## config.mk

```make
export PLATFORM = sky130hd
export DESIGN_NAME = regfile_mp_sb
export DESIGN_NICKNAME = d
export VERILOG_FILES = /design/src/rtl/regfile_mp_sb.sv
export SDC_FILE = /design/constraint.sdc
export NUM_CORES = 2
export LEC_CHECK = 0
export CORE_MARGIN = 4
export CORE_UTILIZATION = 30
export DETAILED_ROUTE_END_ITERATION = 10
export MAX_ROUTING_LAYER = met4
export PLACE_DENSITY = 0.54
export SYNTH_ARGS = -nofsm -noshare
export SYNTH_HDL_FRONTEND = slang
export SYNTH_SLANG_ARGS = --single-unit
```

## constraint.sdc

```tcl
create_clock -name clk -period 5.8 [get_ports clk]
set_input_delay 0.58 -clock clk [delete_from_list [all_inputs] [get_ports clk]]
set_output_delay 0.58 -clock clk [all_outputs]
set_load 0.05 [all_outputs]
```

## src/rtl/regfile_mp_sb.sv

```systemverilog
// Multi-read-port register file with byte-strobed writes, optional write-to-read
// bypass, optional hard-wired zero register and a per-entry busy scoreboard.
// Ports:
//   clk, reset      clock and synchronous active-high reset
//   raddr/rdata     NREAD combinational read ports, port k at slice k
//   rbusy           per-port busy flag of the addressed register
//   we/waddr/wdata  byte-strobed write port
//   wclr            clear busy[waddr] (writeback completes producer)
//   set_vld/set_addr mark busy[set_addr] (issue)
//   busy_any        OR of all registered busy bits
module regfile_mp_sb #(
   parameter int unsigned DATA_W   = 32,
   parameter int unsigned ADDR_W   = 5,
   parameter int unsigned NREAD    = 2,
   parameter int unsigned BYPASS   = 1,
   parameter int unsigned ZERO_REG = 1
) (
   input  logic                     clk,
   input  logic                     reset,
   input  logic [NREAD*ADDR_W-1:0]  raddr,
   output logic [NREAD*DATA_W-1:0]  rdata,
   output logic [NREAD-1:0]         rbusy,
   input  logic [DATA_W/8-1:0]      we,
   input  logic [ADDR_W-1:0]        waddr,
   input  logic [DATA_W-1:0]        wdata,
   input  logic                     wclr,
   input  logic                     set_vld,
   input  logic [ADDR_W-1:0]        set_addr,
   output logic                     busy_any
);

   localparam int unsigned NBYTES = DATA_W / 8;
   localparam int unsigned DEPTH  = 1 << ADDR_W;
   localparam bit          BYP    = (BYPASS != 0);
   localparam bit          ZR     = (ZERO_REG != 0);

   logic [DATA_W-1:0] rf_q [DEPTH];
   logic [DATA_W-1:0] rf_d [DEPTH];
   logic [DEPTH-1:0]  busy_q;
   logic [DEPTH-1:0]  busy_d;
   logic              busy_any_q;
   logic              busy_any_d;
   logic              wr_ok_c;

   assign wr_ok_c = !(ZR && (waddr == '0));

   // Next-state for storage and scoreboard; set is applied after clear so it wins.
   always_comb begin
      rf_d   = rf_q;
      busy_d = busy_q;
      if (wr_ok_c) begin
         for (int i = 0; i < NBYTES; i++) begin
            if (we[i]) rf_d[waddr][8*i +: 8] = wdata[8*i +: 8];
         end
      end
      if (wclr)    busy_d[waddr]    = 1'b0;
      if (set_vld) busy_d[set_addr] = 1'b1;
      if (ZR) begin
         rf_d[0]   = '0;
         busy_d[0] = 1'b0;
      end
      busy_any_d = |busy_d;
   end

   // State registers with synchronous reset.
   always_ff @(posedge clk) begin
      if (reset) begin
         for (int i = 0; i < DEPTH; i++) rf_q[i] <= '0;
         busy_q     <= '0;
         busy_any_q <= 1'b0;
      end else begin
         rf_q       <= rf_d;
         busy_q     <= busy_d;
         busy_any_q <= busy_any_d;
      end
   end

   assign busy_any = busy_any_q;

   // Independent combinational read ports with optional same-cycle forwarding.
   for (genvar k = 0; k < NREAD; k++) begin : g_rd
      logic [ADDR_W-1:0] ra;
      logic              zero;
      logic              hit;
      logic [DATA_W-1:0] merged;

      assign ra   = raddr[k*ADDR_W +: ADDR_W];
      assign zero = ZR && (ra == '0);
      assign hit  = BYP && (waddr == ra) && !zero;

      // Strobed bytes come from wdata, the rest from the stored pre-write value.
      always_comb begin
         merged = rf_q[ra];
         if (hit) begin
            for (int i = 0; i < NBYTES; i++) begin
               if (we[i]) merged[8*i +: 8] = wdata[8*i +: 8];
            end
         end
      end

      assign rdata[k*DATA_W +: DATA_W] = zero ? '0 : merged;
      // A same-cycle clear makes forwarded data final; a same-cycle set shows next cycle.
      assign rbusy[k] = !zero && busy_q[ra] && !(hit && wclr);
   end

endmodule

```

==> reports/results.ini <==
[run_status]
status = finished, final reports clean

[routing]
via_per_inst = 5.85
wl_mm = 213
vias = 49500
ant_nets = 0
drc = 0
routedWlPerCell_um = 25.2
drtIter0Drc = 6149
drt_first_pass_iters = 7

[synth]
synth.top_cells.by_count = nand2_1 (1069), a21oi_1 (1030), dfxtp_1 (1024)
synth-edff-count = 0
synth_top_area_cell = dfxtp_1
synth_cells = 6145
synth_ff_type = dfxtp_1
async_reset_ff_share_pct = 0
ys_top_cells_by_area = dfxtp_1 (37%), mux4_2 (20%), a21oi_1 (9.2%), nand3_1 (8.8%), nand2_1 (7.2%)
yosys_warnings = 0
synth_most_common_cell = nand2_1
ys_types = 63
ys_seq_area_share_pct = 36.8
syn_area_um2 = 55800
synth_seq_cells = 1024
syn_avg_cell_area_um2 = 9.07
syn-num-nets = 6205
synth_top_area_share_pct = 36.8

[sta]
hold_viol_final = 0
final_max_slew_viol_count = 0
fmax_mhz = 197
setup_viol = 0
min_period_ns = 5.07
timing.setup.tns_ns = 0
worst_slew_pin_slew_ns = 1.43
finClkSkew_ns = 0.0287
rsz0062_at_grt = false
setup_ws_ns = 0.725
max_slew_margin_pct = 4.25
finalCritPeriodShare_pct = 87.5

[finish]
multiInputGateArea_um2 = 32400
register_area_um2 = 20500
final_layout_size_suffix_gt1_share_pct = 19.7
fillCellCount = 18800
area_delta_synth_final_pct = 13.0
nNetsFinal = 5962

[clock_network]
clkTransAtPathRegs_ns = 0.06
clock_sinks = 1024
h-tree-depth = 3
postCtsSetupBuffers = 0
cts_tree = built
cts_repair_resize_count = 0
root_buffer = clkbuf_16
clock_path_buffers = 3
cts_buffers = 118
ctsHoldBuffers = 0
clkLatencyLatePin_ns = 0.76

[power_and_ir_drop]
pwr-share-comb_pct = 10.8
netSwitchingFraction_pct = 27.0
total_power_mw = 16.9
power_frac_seq_pct = 42.2
clockPowerShare_pct = 47.0
intPower_mw = 12.3
ir_drop_mv = 0.232
p_leak_nw = 20.1
netSwitchingPower_mw = 4.55
cellPowerDensity_nw_per_um2 = 268

[hold_path]
hp-start = we[3]
hold_path_depth = 3
hold_path_class = primary input to flip-flop
min_to = rf_q[889]$_SDFFE_PP0P_

[placement]
gp_congestion = 0.901
dp_hpwl_mm = 138
dp_slack_ns = 0.865
io_buffers = 126

[die]
die_y_um = 439
start_util_pct = 30.3
die_w_um = 439
placementRows = 157
dieArea_um2 = 193000
core-area_um2 = 184000
pin_count = 127

[setup_path]
cp.arrival_ns = 4.49
ff2ff_path_depth = 6
critPathLaunchType = primary input
r2r_start = busy_q[31]$_SDFF_PP0_
crit_required_ns = 5.22
rrSetupSlack_ns = 3.69
path_class = primary input to output port
cp_max_fo = 12
reg2reg_to = busy_any$_SDFF_PP0_
setup.worst_path.end_class = output port

[grt]
grt_pass1_vias = 46700
antenna_found_initial = 5
grt_first_pass_wirelength_mm = 315
grt_max_degree = 185
grt_use_total_pct = 21.9
grt.overflow.total = 0

[flow_run]
drv_cap = 0

[how the worst max path moves through the flow]
| stage | endpoint | startpoint | slack (ns) | cells after the start |
|---|---|---|---|---|
| 2_1_floorplan | rdata[29] | raddr[2] | 2.16 | 8 |
| 3_3_place_gp | rdata[12] | waddr[3] | 0.83 | 8 |
| 3_5_place_dp | rdata[34] | waddr[0] | 0.86 | 8 |
| 4_1_cts | rdata[34] | waddr[0] | 0.85 | 8 |
| 5_1_grt | rdata[27] | waddr[0] | 0.64 | 7 |
| 6_report | rdata[8] | waddr[0] | 0.73 | 7 |
[cell usage in the layout (no fill, tap or decap), types with 12 or more instances in the layout]
cell and instances:
clkinv_2 26, o21ai_0 26, mux2_2 164, nor2b_1 28, clkdlybuf4s50_1 106, buf_12 33, clkbuf_1 28, mux2i_1 20
nor3_1 12, a221oi_1 24, clkbuf_8 28, nor2_1 160, nand3_1 984, nand2_4 60, nor2_4 27, o31ai_1 39
nand2_1 1069, dfxtp_1 1024, mux4_2 506, clkbuf_16 120, nand2_2 20, a22o_1 48, a211oi_1 15, bufinv_16 13
buf_4 147, o22ai_1 62, a21oi_1 1030, a22oi_1 31
[cell type report]
type | instances | area share [%]
clock buffer | 176 | 5.54
timing repair buffer | 301 | 4.70
tap | 2464 | 4.89
sequential | 1024 | 32.5
clock inverter | 45 | 0.943
multi-input combinational | 4454 | 51.4
antenna | 5 | 0.0199
inverter | 3 | 0.0179
[metrics by stage]
step,area (um2),hold WS [ns],utilization [%],instances
floorplan,55800,0.442,-,6145
global placement,58900,0.448,32.0,8246
detailed placement,58900,0.455,32.0,8246
CTS,63000,0.177,34.3,8467
global route,63000,0.219,34.3,8471
finish,63000,0.231,34.3,8472
[kinds of logic after synthesis]
kind of cell | count (synthesis) | share of synthesized area, %
AOI/OAI and AO/OA | 1318 | 13.0
and+or+nand+nor | 2436 | 20.4
xor gates and xnor gates | 10 | 0.157
DFF | 1024 | 36.8
buffers and inverters | 667 | 5.54
muxes | 690 | 24.1
[power groups by stage]
| stage | clock [mW] | combinational (mW) | sequential, mW |
|---|---|---|---|
| after floorplan | 0 | 1.17 | 7.27 |
| after global placement | 0 | 1.79 | 7.28 |
| after detailed placement | 0 | 1.79 | 7.28 |
| after CTS | 8.04 | 1.80 | 7.12 |
| after global routing | 8.32 | 1.89 | 7.13 |
| final | 7.94 | 1.82 | 7.12 |
[layer usage]
layer  GRT usage, %  part of all wire (%)  wire (um)
met4           7.93                   3.7       7830
met2           33.4                    46      98300
met3           4.22                   9.0      19300
met1           28.9                    41      87900
met5              -                     0          0
[state kept, by name (all words and copies together), names as in the netlist]
register and cells:
rf_q 992, busy_any 1, busy_q 31
[worst max-delay path, cell delays in order]
cell and delay, ns:
clkdlybuf4s50_1 0.81, xnor2_1 0.19, nand2_1 0.14, nor2b_1 1.11
a21o_1 0.61, o31ai_1 0.27, clkdlybuf4s50_1 0.75
Note: power is estimated with default switching activity, not from simulation.
